<file path="src/rtl/cordic_share_arbiter.sv">
// cordic_share_arbiter
//   Shares one sin/cos CORDIC core between N_REQ requesters. Requests are
//   granted round-robin and the winning phase is issued to the core one cycle
//   later. The winner's index goes into an in-order tag FIFO, and each sin/cos
//   result is returned to the requester at the head of that FIFO.
//
// Parameters
//   N_REQ    number of requesters (2..8)
//   MAX_OUT  maximum in-flight CORDIC ops, tag FIFO depth (power of 2)
//   DATA_W   width of phase, sin and cos words
//
// Ports
//   clk, rst             single clock, synchronous active-high reset
//   arb_en               1 = grant requests, 0 = stop granting and drain
//   req_valid/req_phase  per-requester request, phase i at [i*DATA_W +: DATA_W]
//   req_ready            combinational one-hot accept
//   phase_tdata/tvalid   phase stream to the CORDIC core
//   sin_*/cos_*          result streams from the CORDIC core (no backpressure)
//   rsp_valid            one-hot 1-cycle pulse to the owning requester
//   rsp_sin/rsp_cos      result data, valid with rsp_valid
//   busy                 FSM not idle or ops outstanding
//   drain_done           1-cycle pulse on DRAIN -> IDLE
//   err_orphan           sticky: result arrived with the tag FIFO empty
//   err_mismatch         sticky: sin_tvalid and cos_tvalid disagreed
//
// Configuration
//   ARB_FIXED_PRIO_EN    when defined, the lowest set req_valid index wins and
//                        no round-robin pointer exists; default is round-robin.

module cordic_share_arbiter #(
    parameter int unsigned N_REQ   = 4,
    parameter int unsigned MAX_OUT = 4,
    parameter int unsigned DATA_W  = 32
) (
    input  logic                      clk,
    input  logic                      rst,
    input  logic                      arb_en,
    input  logic [N_REQ-1:0]          req_valid,
    input  logic [N_REQ*DATA_W-1:0]   req_phase,
    output logic [N_REQ-1:0]          req_ready,
    output logic [DATA_W-1:0]         phase_tdata,
    output logic                      phase_tvalid,
    input  logic [DATA_W-1:0]         sin_tdata,
    input  logic                      sin_tvalid,
    input  logic [DATA_W-1:0]         cos_tdata,
    input  logic                      cos_tvalid,
    output logic [N_REQ-1:0]          rsp_valid,
    output logic [DATA_W-1:0]         rsp_sin,
    output logic [DATA_W-1:0]         rsp_cos,
    output logic                      busy,
    output logic                      drain_done,
    output logic                      err_orphan,
    output logic                      err_mismatch
);

    localparam int unsigned TAG_W = (N_REQ > 1) ? $clog2(N_REQ) : 1;
    localparam int unsigned PTR_W = (MAX_OUT > 1) ? $clog2(MAX_OUT) : 1;
    localparam int unsigned CNT_W = $clog2(MAX_OUT + 1);

    typedef enum logic [1:0] {
        S_IDLE,
        S_RUN,
        S_DRAIN
    } state_t;

    state_t state;
    state_t state_next;

    logic [TAG_W-1:0]  tag_mem [MAX_OUT];
    logic [PTR_W-1:0]  wr_ptr;
    logic [PTR_W-1:0]  rd_ptr;
    logic [CNT_W-1:0]  count;

    logic              fifo_empty;
    logic              fifo_full;
    logic              result_both;
    logic              result_any;
    logic              push;
    logic              pop;
    logic              grant;
    logic [TAG_W-1:0]  winner;
    logic [DATA_W-1:0] winner_phase;
    logic [TAG_W-1:0]  head_tag;
    logic [N_REQ-1:0]  head_onehot;

    function automatic logic [PTR_W-1:0] ptr_inc(input logic [PTR_W-1:0] p);
        return (p == PTR_W'(MAX_OUT - 1)) ? '0 : p + PTR_W'(1);
    endfunction

    assign fifo_empty  = (count == '0);
    assign fifo_full   = (count == CNT_W'(MAX_OUT));
    assign result_both = sin_tvalid && cos_tvalid;
    assign result_any  = sin_tvalid || cos_tvalid;
    assign push        = grant;
    assign pop         = result_both && !fifo_empty;
    assign head_tag    = tag_mem[rd_ptr];
    assign busy        = (state != S_IDLE) || (count != '0);

    // ------------------------------------------------------------------
    // Arbitration. Capacity is judged on the registered count, so a pop in
    // the same cycle never opens a slot for that cycle's grant.
    // ------------------------------------------------------------------
`ifdef ARB_FIXED_PRIO_EN
    always_comb begin
        grant  = 1'b0;
        winner = '0;
        if (!rst && state == S_RUN && !fifo_full) begin
            for (int unsigned i = 0; i < N_REQ; i++) begin
                if (!grant && req_valid[i]) begin
                    grant  = 1'b1;
                    winner = TAG_W'(i);
                end
            end
        end
    end
`else
    localparam int unsigned SUM_W = TAG_W + 1;

    logic [TAG_W-1:0] rr_ptr;
    logic [SUM_W-1:0] rr_sum;

    // Scan N_REQ candidates starting at rr_ptr, wrapping modulo N_REQ
    // without a divider (N_REQ need not be a power of 2).
    always_comb begin
        grant  = 1'b0;
        winner = '0;
        rr_sum = '0;
        if (!rst && state == S_RUN && !fifo_full) begin
            for (int unsigned k = 0; k < N_REQ; k++) begin
                rr_sum = {1'b0, rr_ptr} + SUM_W'(k);
                if (rr_sum >= SUM_W'(N_REQ)) begin
                    rr_sum = rr_sum - SUM_W'(N_REQ);
                end
                if (!grant && req_valid[rr_sum[TAG_W-1:0]]) begin
                    grant  = 1'b1;
                    winner = rr_sum[TAG_W-1:0];
                end
            end
        end
    end

    always_ff @(posedge clk) begin
        if (rst) begin
            rr_ptr <= '0;
        end else if (grant) begin
            rr_ptr <= (winner == TAG_W'(N_REQ - 1)) ? '0 : winner + TAG_W'(1);
        end
    end
`endif

    always_comb begin
        req_ready    = '0;
        winner_phase = '0;
        head_onehot  = '0;
        for (int unsigned i = 0; i < N_REQ; i++) begin
            req_ready[i]   = grant && (winner == TAG_W'(i));
            head_onehot[i] = (head_tag == TAG_W'(i));
            if (winner == TAG_W'(i)) begin
                winner_phase = req_phase[i*DATA_W +: DATA_W];
            end
        end
    end

    // ------------------------------------------------------------------
    // Control FSM
    // ------------------------------------------------------------------
    always_ff @(posedge clk) begin
        if (rst) begin
            state <= S_IDLE;
        end else begin
            state <= state_next;
        end
    end

    always_comb begin
        state_next = state;
        drain_done = 1'b0;
        case (state)
            S_IDLE: begin
                if (arb_en) begin
                    state_next = S_RUN;
                end
            end
            S_RUN: begin
                if (!arb_en) begin
                    state_next = S_DRAIN;
                end
            end
            S_DRAIN: begin
                if (arb_en) begin
                    state_next = S_RUN;
                end else if (fifo_empty && !result_any) begin
                    state_next = S_IDLE;
                    drain_done = !rst;
                end
            end
            default: begin
                state_next = S_IDLE;
            end
        endcase
    end

    // ------------------------------------------------------------------
    // Tag FIFO
    // ------------------------------------------------------------------
    always_ff @(posedge clk) begin
        if (push) begin
            tag_mem[wr_ptr] <= winner;
        end
    end

    always_ff @(posedge clk) begin
        if (rst) begin
            wr_ptr <= '0;
            rd_ptr <= '0;
            count  <= '0;
        end else begin
            if (push) begin
                wr_ptr <= ptr_inc(wr_ptr);
            end
            if (pop) begin
                rd_ptr <= ptr_inc(rd_ptr);
            end
            case ({push, pop})
                2'b10:   count <= count + CNT_W'(1);
                2'b01:   count <= count - CNT_W'(1);
                default: count <= count;
            endcase
        end
    end

    // ------------------------------------------------------------------
    // Issue stage: winner's phase goes out the cycle after the grant
    // ------------------------------------------------------------------
    always_ff @(posedge clk) begin
        if (rst) begin
            phase_tvalid <= 1'b0;
            phase_tdata  <= '0;
        end else begin
            phase_tvalid <= grant;
            if (grant) begin
                phase_tdata <= winner_phase;
            end
        end
    end

    // ------------------------------------------------------------------
    // Response routing and error flags
    // ------------------------------------------------------------------
    always_ff @(posedge clk) begin
        if (rst) begin
            rsp_valid <= '0;
            rsp_sin   <= '0;
            rsp_cos   <= '0;
        end else begin
            rsp_valid <= pop ? head_onehot : '0;
            if (pop) begin
                rsp_sin <= sin_tdata;
                rsp_cos <= cos_tdata;
            end
        end
    end

    always_ff @(posedge clk) begin
        if (rst) begin
            err_orphan   <= 1'b0;
            err_mismatch <= 1'b0;
        end else begin
            if (result_both && fifo_empty) begin
                err_orphan <= 1'b1;
            end
            if (sin_tvalid != cos_tvalid) begin
                err_mismatch <= 1'b1;
            end
        end
    end

endmodule

</file>
<file path="config.mk">
export PLATFORM = sky130hd
export DESIGN_NAME = cordic_share_arbiter
export DESIGN_NICKNAME = d
export VERILOG_FILES = /design/src/rtl/cordic_share_arbiter.sv
export SDC_FILE = /design/constraint.sdc
export NUM_CORES = 1
export LEC_CHECK = 0
export CELL_PAD_IN_SITES_DETAIL_PLACEMENT = 2
export CELL_PAD_IN_SITES_GLOBAL_PLACEMENT = 2
export CORE_MARGIN = 2
export CORE_UTILIZATION = 21
export CTS_BUF_LIST = sky130_fd_sc_hd__clkbuf_4 sky130_fd_sc_hd__clkbuf_8
export DETAILED_ROUTE_END_ITERATION = 8
export PLACE_DENSITY_LB_ADDON = 0.12
export RECOVER_POWER = 25
export SYNTH_ARGS = -nofsm -noshare
export SYNTH_HDL_FRONTEND = slang
export SYNTH_SLANG_ARGS = --single-unit
</file>
<file path="constraint.sdc">
create_clock -name clk -period 4.2 [get_ports clk]
set_clock_uncertainty 0.05 [all_clocks]
set_input_delay 0.84 -clock clk [delete_from_list [all_inputs] [get_ports clk]]
set_output_delay 0.84 -clock clk [all_outputs]
set_load 0.01 [all_outputs]
</file>
Word-level counts from Yosys, hierarchy flattened:

Memories as Yosys holds them, arrays and structs flattened. A register that Yosys moved wholly into a read port is not among the register bits.
Cells that the tools add are included.
W data, S select, Z words.

* bits in registers: 114
* RAM bits: 8
* output and inout port bits: 109
* logic and storage cells: 131
* memories kept: 1

Memories
* tag_mem: depth 4, bits a word 2, read ports 1, clocked after Yosys merged registers in 1, wr ports 1, RTL line 69 `logic [TAG_W-1:0] tag_mem [MAX_OUT];`

* add/subtract/negate cells: 12
* order comparisons: 8
* equality and inequality tests: 17
* muxes and demuxes: 49
* bitwise operators: 1
* reduce and logical (&&, ||, !) cells: 31

Operators by type and width (count)
* $mux W32: 4
* $mux W2: 22
* $mux W1: 17
* $eq A2 B2 Y1 const B: 8
* $logic_and A1 B1 Y1: 13
* $lt A2 B3 Y1 const B: 4
* $ge A3 B3 Y1 const B: 3
* $bmux W1 S2: 4
* $eq A2 B1 Y1 const B: 4
* $sub A2 B1 Y2 const B: 4
* $logic_not A1 Y1: 7
* $add A2 B1 Y2 const B: 3
* $add A2 B2 Y3 const B: 2
* $logic_not A2 Y1: 3
* $pmux W2 S3: 1
* $pmux W3 S2: 1
* $ne A2 B2 Y1 const B: 2
* $reduce_bool A2 Y1: 2
* $add A2 B1 Y3 const B: 1
* $add A3 B1 Y3 const B: 1
* $eq A3 B3 Y1 const B: 1
* $ge A2 B3 Y1 const B: 1
* $logic_not A3 Y1: 1
* $ne A3 B3 Y1 const B: 1
* other kinds (7): 8

Depth between registers and ports, before layout:

* word-level depth: 25
* depth in mapped cells: 13

Worst setup path before layout:

Ideal clock, no wire load.

* path type: input to output
* start point: input port rst
* end point: output port req_ready[3]
* data arrival time: 3124 ps
* required time: 3310 ps
* slack: 186 ps
* cell stages on the path: 9
* buffers on the path: 3
* path through: clkbuf_1 > nor3b_1 > and3_4 > inv_6 > nor4_1 > ha_1 > clkbuf_1 > clkbuf_1 > and2_1

* cells in the longest elaborated chain, start to end: 6
* elaborated cells on any way between the ends: 7
* classes of those cells: eq/ne (1); mux (2); reduce/logical (4)

RTL lines
* start: declaration: RTL line 36 `input logic rst,`
* $logic_not A1 Y1: RTL line 128 `if (!rst && state == S_RUN && !fifo_full) begin`
* $logic_and A1 B1 Y1 (2 in a row): RTL line 128
* $mux W2: RTL line 128
* via winner[0]: RTL line 81 `logic [TAG_W-1:0] winner;`
* $eq A2 B2 Y1: RTL line 156 `req_ready[i] = grant && (winner == TAG_W'(i));`
* $logic_and A1 B1 Y1: RTL line 156
* end: declaration: RTL line 40 `output logic [N_REQ-1:0] req_ready,`

The timed path passes the listed nets, and every way through them passes these cells.

Worst setup path in the final report:

* start point: input port req_valid[3]
* end point: output port req_ready[2]

* cells in the longest elaborated chain, start to end: 18
* elaborated cells on any way between the ends: 29
* classes of those cells: eq/ne (1); mux (21); reduce/logical (7)

RTL lines
* start: declaration: RTL line 38 `input logic [N_REQ-1:0] req_valid,`
* $bmux W1 S2: RTL line 134 `if (!grant && req_valid[rr_sum[TAG_W-1:0]]) begin`
* $mux W1 (implied by the code): RTL line 134
* $mux W1: RTL line 134
* $mux W1: RTL line 128
* $logic_not A1 Y1: RTL line 134
* $logic_and A1 B1 Y1: RTL line 134
* $mux W1: RTL line 134
* $mux W1: RTL line 128
* (+3 left out)
* $mux W1: RTL line 128
* $logic_not A1 Y1: RTL line 134
* $logic_and A1 B1 Y1: RTL line 134
* $mux W2 (*): RTL line 134
* $mux W2 (*): RTL line 128
* via winner[1]: RTL line 81
* $eq A2 B2 Y1 (*): RTL line 156
* $logic_and A1 B1 Y1 (*): RTL line 156

The timed path passes the listed nets; every way through them passes the cells marked *. The select of a mux whose other input is x is not followed.

==> impl_metrics.csv <==
group,metric,value,unit
final_layout,layout_common_cells,"clkdlybuf4s50_1, a21oi_1, nand2_1, dfxtp_1, dlygate4sd3_1",
sta,worst_margin_slew,1.59,ns
floorplan,design.die.area,28700,µm²
routing,avgRoutedWirePerCell,17.5,µm
run_status,status,"finished with violations",
logic_synthesis,yosysSeqAreaShare,44.6,%
clock_network,cts_root_buf,"clkbuf_8",
critical_path,timing.critical_path.max_delay_family,"buffers and inverters",
critical_path,crit_fanout,6,
clock_network,holdBufCountCts,0,
floorplan,core-area,27000,µm²
grt,grt_util_all_layers,16.5,%
sta,layout_min_cycle_time,4.05,ns
grt,global_route_wire_length_before_repair,36.6,mm
placement,post-dp-hpwl,17.1,mm
clock_network,clock-sinks,124,
floorplan,placement_rows,60,
final_layout,design.final.nets,1234,
power,power.leakage,3.62,nW
clock_network,numCtsBuffers,17,
sta,hold_violations,0,
placement,dp_slack,-0.0847,ns
sta,grt_setup_unrepaired,"false",
sta,timing.final.setup_violations,0,
logic_synthesis,syn_avg_cell_area,7.81,µm²
final_layout,area_delta_synth_final,66.0,%
sta,fmax,247,MHz
grt,vias_in_the_first_global_route,6471,
power,p_per_area,306,nW/µm²
clock_network,clk_path_buf_depth,2,
logic_synthesis,mappedNetlistArea,5750,µm²
critical_path,critical_path.cell_chain,"clkdlybuf4s50_1 > buf_4 > nor2_1 > or2_2 > a21oi_1 > o211a_1 > ha_2 > and2_1 > clkdlybuf4s50_1",
hold_path,hold_removal_path_class,"reg -> reg",
floorplan,floorplan.die.height,169,µm
floorplan,die_x,169,µm
logic_synthesis,number_of_warnings_printed_during_yosys_synthesis,0,
grt,grt_antenna_before_repair,1,
power,vdd_drop_max,0.137,mV
final_layout,finalNonFillerCells,1375,
clock_network,clkLatencyLatePin,0.44,ns
hold_path,worst_hold_path.num_cells,2,
critical_path,arrival,3.16,ns
final_layout,mostFrequentLayoutCell,"clkdlybuf4s50_1",
routing,detail_route.iter0.violations,251,
critical_path,timing.critical_path.mode_cell,"clkdlybuf4s50_1",
grt,grt_start_max_net_pins,72,
logic_synthesis,post_synth_inst_count,736,
critical_path,worstSetupEndpointType,"output port",
routing,drt-vias-per-instance,4.51,
logic_synthesis,asyncSetResetFlopFracSynth,0,%
critical_path,worst_r2r_startpoint,"state[0]$_SDFFE_PP0P_",
hold_path,whs_endpoint,"rsp_sin[7]$_SDFFE_PP0N_",
sta,maxSlewHeadroom,-6.19,%
critical_path,ff2ff_setup_slack,1.05,ns
critical_path,critical_path_required,3.31,ns
critical_path,slowest_stage_cell_cp,"clkdlybuf4s50_1",
floorplan,pin_count,310,
placement,routabilityCongestion,0.757,
critical_path,worst-r2r-cell-count,10,
logic_synthesis,yosysTopAreaCellShare,40.4,%
sta,setup_slack,0.155,ns
floorplan,starting_density_of_the_core,21.3,%
critical_path,timing.critical_path.from_type,"primary input",
logic_synthesis,count_of_distinct_cell_types_in_the_synthesized_netlist,38,
logic_synthesis,synth_enable_flop_cells,8,
logic_synthesis,post-synth-top-area-cell,"dfxtp_1",
flow_run,drv_cap,1,
final_layout,layout_cell_share_with_drive_strength_beyond_1,5.61,%
grt,grt_remaining_overflow,0,
critical_path,cp_slowest_stage_delay,0.53,ns
critical_path,critical_path_buf_inv_count,3,
routing,dr.pass1.iters,4,
sta,finalCritPeriodShare,96.3,%
logic_synthesis,synth-seq-cells,124,
final_layout,fin_util,35.4,%
logic_synthesis,synthFlopType,"dfxtp_1",
placement,port-buffer-count,309,
routing,ant_nets,0,
critical_path,worst_r2r_endpoint,"phase_tdata[27]$_SDFFE_PP0P_",
routing,finalWirelength,24.1,mm
clock_network,cts.reportedPaths.clkPinSlew,0.07,ns
power,finalPower,2.92,mW
routing,drt_drc_violations_left,0,
logic_synthesis,yosys-top-cells-area,"dfxtp_1, a21oi_1, nand2_1",
run_status,violations,"max-capacitance violations, max-slew violations",
sta,slew_viol_final,72,
hold_path,min_from,"rsp_sin[7]$_SDFFE_PP0N_",
placement,placed_cells,1342,
routing,via_count,6202,
clock_network,tritoncts_clock_tree,"yes",
clock_network,cts-htree-levels,4,
critical_path,critical_path_class,"in -> out",
logic_synthesis,syn-num-nets,950,
final_layout,filler_cell_count,3075,
synth_stat cells (2+ instances only):
library cell / number
mux4_2: 2
buf_6: 6
nand2b_1: 38
buf_2: 4
edfxtp_1: 8
buf_1: 6
xor2_1: 2
and2_1: 9
nor4_1: 3
nand2_1: 167
nor3b_1: 3
o31ai_1: 2
a21oi_1: 168
a221oi_1: 32
dfxtp_1: 116
inv_1: 43
nor4b_1: 2
ha_1: 12
nor3_1: 4
clkbuf_1: 44
o21ai_0: 36
or3_1: 2
a211oi_1: 2
nand3b_1: 2
nor2_1: 10
per-stage QoR:
step	TNS (ns)	hold WS, ns	area [µm²]
2_1_floorplan	0	0.404	5750
3_3_place_gp	-0.143	0.392	9130
3_5_place_dp	-0.126	0.401	9130
4_1_cts	0	0.412	9550
5_1_grt	0	0.424	9550
6_report	0	0.405	9550
power by group:
part	internal (mW)	switching (mW)	leakage, nW
Sequential	1.24	0.0282	1.02
Clock	0.598	0.548	0.213
Combinational	0.302	0.207	2.38
what timing repair did:
| item | in CTS | in global routing |
|---|---|---|
| resized for setup | 1 | 3 |
| buffers inserted | 0 | 0 |
| endpoints found under the setup margin | 2 | 2 |
| pin swaps | 0 | 0 |
| endpoints found under the hold margin | 0 | 0 |
metal layers:
layer | wire [µm] | vias up | GRT usage, %
met2 | 11500 | 219 | 27.8
met4 | 252 | 0 | 4.76
li1 | - | 3060 | -
met3 | 2530 | 14 | 8.05
met1 | 9800 | 2909 | 18.5
met5 | 0 | - | 0
worst min-delay path, cell delays in order (launching register included):
cell	delay [ns]
dfxtp_1	0.31
nand2_1	0.05
a21oi_1	0.05
area by class of cell:
class	count	area (µm²)	share of cell area, %
Timing Repair Buffer	326	3230	33.8
Multi-Input combinational cell	507	2740	28.7
Sequential cell	124	2560	26.8
Tap cell	341	427	4.47
Clock buffer	17	234	2.45
Clock inverter	15	186	1.95
Inverter	44	170	1.78
Antenna cell	1	2.50	0.0262
registers in the layout, indices dropped and copies added, names as in the netlist, named ones only:
signal        cells
rd_ptr            2
rsp_cos          32
phase_tvalid      1
rr_ptr            2
phase_tdata      32
wr_ptr            2
count             3
rsp_valid         4
tag_mem           8
err_orphan        1
rsp_sin          32
err_mismatch      1
state             2
cells by family (layout without fill, tap and decap cells):
group / count (synthesis) / in the layout / synth area share [%]
multiplexers: 3 / 3 / 0.957
other: 0 / 1 / 0
AND/OR/NAND/NOR: 245 / 245 / 19.3
XOR/XNOR: 2 / 2 / 0.305
buffers and inverters: 105 / 402 / 8.01
flip-flops: 124 / 124 / 44.6
AO/OA/AOI/OAI: 244 / 244 / 24.0
adder cells (fa/ha/maj): 13 / 13 / 2.96
worst max-delay path by stage:
stage,slack (ns),cells after the start,from,to
after floorplan,0.19,9,rst,req_ready[3]
after global placement,-0.10,9,req_valid[3],req_ready[1]
after detailed placement,-0.08,9,req_valid[3],req_ready[1]
after CTS,0.06,9,req_valid[3],req_ready[1]
after global routing,0.02,9,req_valid[1],req_ready[2]
final,0.15,9,req_valid[3],req_ready[2]
(Power assumes the default switching activity.)
==> RTL edit: new RTL, config.mk and constraints unchanged <==
Re-encode `state_t` (3 states) as one-hot, 3 bits wide.
--- a/src/rtl/cordic_share_arbiter.sv
+++ b/src/rtl/cordic_share_arbiter.sv
@@ -58,8 +58,8 @@
     localparam int unsigned CNT_W = $clog2(MAX_OUT + 1);
 
-    typedef enum logic [1:0] {
-        S_IDLE,
-        S_RUN,
-        S_DRAIN
+    typedef enum logic [2:0] {
+        S_IDLE  = 3'b001,
+        S_RUN   = 3'b010,
+        S_DRAIN = 3'b100
     } state_t;
 
Function: no difference found for any inputs over 4 cycles, from zero or initial values and one cycle with rst high; so few cycles prove little.
==> RTL edit against the original RTL <==
Non-clock buffer count is 4 higher; design area is 0.66% higher; sequential cell count is 1 higher; total power is 6.6% lower; the run still ends with capacitance limit, slew limit left; setup slack worse by 0.036 ns; critical endpoint is now req_ready[1]; synthesized area is 0.91% lower; utilization is 0.43 points higher; largest cell class unchanged; wire length is 6.5% lower.
==> RTL edit: results (changes against the original RTL) <==
[status]
status = finished with violations  ; unchanged
violations = capacitance limit, slew limit  ; unchanged

[timing]
fin_tns_setup_ns = 0  ; unchanged
max-slew-margin-rel_pct = -19.9  ; was -6.19%
final_max_slew_viol_count = 80  ; was 72

[synth]
synth_cell_types = 44  ; was 38
synth_commonest_cells = nand2_1, dfxtp_1, a21oi_1, clkbuf_1, nor2b_1  ; was a21oi_1, nand2_1, dfxtp_1, clkbuf_1, inv_1
synth-seq-area-share_pct = 45.3  ; was 44.6%
synthesis.nets = 894  ; was 950
synthArstFlopShare_pct = 0  ; unchanged
synth_warnings = 0  ; unchanged
synth-edff-count = 8  ; unchanged
synth_area_leaders = dfxtp_1, nand2_1, a21oi_1, a221oi_1, nor3b_1  ; was dfxtp_1, a21oi_1, nand2_1, a221oi_1, edfxtp_1

[global_route]
antenna_found_initial = 0  ; was 1
grt_pass1_vias = 6181  ; was 6,471
grtUsageMet2_pct = 25.4  ; was 27.8%
track_usage_pct = 15.4  ; was 16.5%
grt_max_degree = 80  ; was 72
grt_pass1_wl_mm = 34.1  ; was 36.6 mm
grt_util_met3_pct = 6.55  ; was 8.05%
grtUsageMet1_pct = 18.6  ; was 18.5%

[power_and_ir_drop]
p_per_area_mw_per_mm2 = 284  ; was 306 mW/mm^2
p_clk_share_pct = 43.0  ; was 39.2%
p_seq_share_pct = 44.7  ; was 43.3%
leakagePower_nw = 3.74  ; was 3.62 nW
p_switching_w = 0.000676  ; was 0.000783 W
ir_drop_uv = 139  ; was 137 uV

[clocking]
clk_pin_slew_ns = 0.09  ; was 0.07 ns
cts.path.max_buffers = 2  ; unchanged
cts-root-buf = clkbuf_8  ; unchanged
cts_made_buffers = 17  ; unchanged

[job]
maxCapViolCount = 1  ; unchanged

[placement]
gp_congestion = 0.704  ; was 0.757
portBuffers = 309  ; unchanged
place_hpwl_mm = 16.3  ; was 17.1 mm

[layout]
drive_above_1_share_pct = 6.49  ; was 5.61%
reg_top3 = phase_tdata: 32 flops, rsp_cos: 32 flops, rsp_sin: 32 flops  ; unchanged
final_nets = 1187  ; was 1,234

[detailed_routing]
vias = 5960  ; was 6,202
drt_wl_total_mm = 22.5  ; was 24.1 mm
drt_iter0_markers = 195  ; was 251

[setup_path]
path_delay_family = buffers and inverters  ; unchanged
critPathMaxStageDelay_ns = 0.61  ; was 0.53 ns
path_max_fanout = 4  ; was 6
slowest_stage = clkdlybuf4s50_1  ; unchanged
arrival_ns = 3.19  ; was 3.16 ns

[worst_hold_path]
hold_class = flip-flop to flip-flop  ; unchanged

-- RTL edit: cell count changes after synthesis, moves of 5 or more --
cell,before,now
o21ai_0,36,5
a21o_1,0,31
buf_6,6,0
nand2b_1,38,5
a21oi_1,168,75
nor2_1,10,15
nor2b_1,0,34
clkbuf_1,44,50
inv_1,43,10
o31ai_1,2,33
nor3b_1,3,33
-- RTL edit: per-stage QoR --
step	utilization, %	std cells	hold WS [ns]	setup slack [ns]	instance area (sq um)
floorplan	-	680	0.404	0.334	5700
global placement	34.2	1295	0.392	-0.0389	9180
detailed placement	34.2	1295	0.399	-0.0532	9180
CTS	35.8	1327	0.412	0.0244	9610
global route	35.8	1327	0.419	0.0421	9610
finish	35.8	1328	0.405	0.119	9610
-- RTL edit: repair_timing --
| item | in CTS | in global routing |
|---|---|---|
| cloned | 0 | 0 |
| pin swaps | 0 | 1 |
| endpoints found under the setup margin | 4 | 3 |
| gates resized for setup | 1 | 3 |
-- RTL edit: path summary, 6_finish.rpt --
kind / end / from / slack, ns / cells past startpoint
setup / recovery: req_ready[1] / req_valid[1] / 0.12 / 8
hold / removal: rsp_sin[4]$_SDFFE_PP0N_ / rsp_sin[4]$_SDFFE_PP0N_ / 0.40 / 2
setup reg to reg: phase_tdata[28]$_SDFFE_PP0P_ / count[0]$_SDFFE_PP0P_ / 0.90 / 9
hold reg to reg: rsp_sin[4]$_SDFFE_PP0N_ / rsp_sin[4]$_SDFFE_PP0N_ / 0.40 / 2
-- RTL edit: per-layer routing --
| metal | part of all wire [%] | routed length (microns) |
|---|---|---|
| met5 | 0 | 0 |
| met4 | 0.87 | 196 |
| met3 | 9.3 | 2100 |
| met2 | 46 | 10300 |
| met1 | 44 | 9890 |
-- RTL edit: worst min-delay path, cell delays in order, from the launching register on --
cell     delay, ns
dfxtp_1       0.31
nand2_1       0.05
a21oi_1       0.05
-- RTL edit: cells by family after synthesis --
family / Yosys count / share of synthesized area [%]
AO/OA/AOI/OAI: 184 / 21.8
XOR/XNOR: 2 / 0.307
adder cells (fa/ha/maj): 13 / 2.99
buffers and inverters: 67 / 4.50
flip-flops: 125 / 45.3
multiplexers: 4 / 1.14
AND/OR/NAND/NOR: 285 / 23.9
-- RTL edit: layout make-up --
| type | count | area [sq um] |
|---|---|---|
| multi-input combinational | 488 | 2880 |
| inverter | 11 | 41.3 |
| antenna | 1 | 2.50 |
| tap | 341 | 427 |
| fill | 3013 | 17200 |
| clock buffer | 18 | 248 |
| sequential | 125 | 2580 |
| clock inverter | 14 | 185 |
| timing repair buffer | 330 | 3250 |
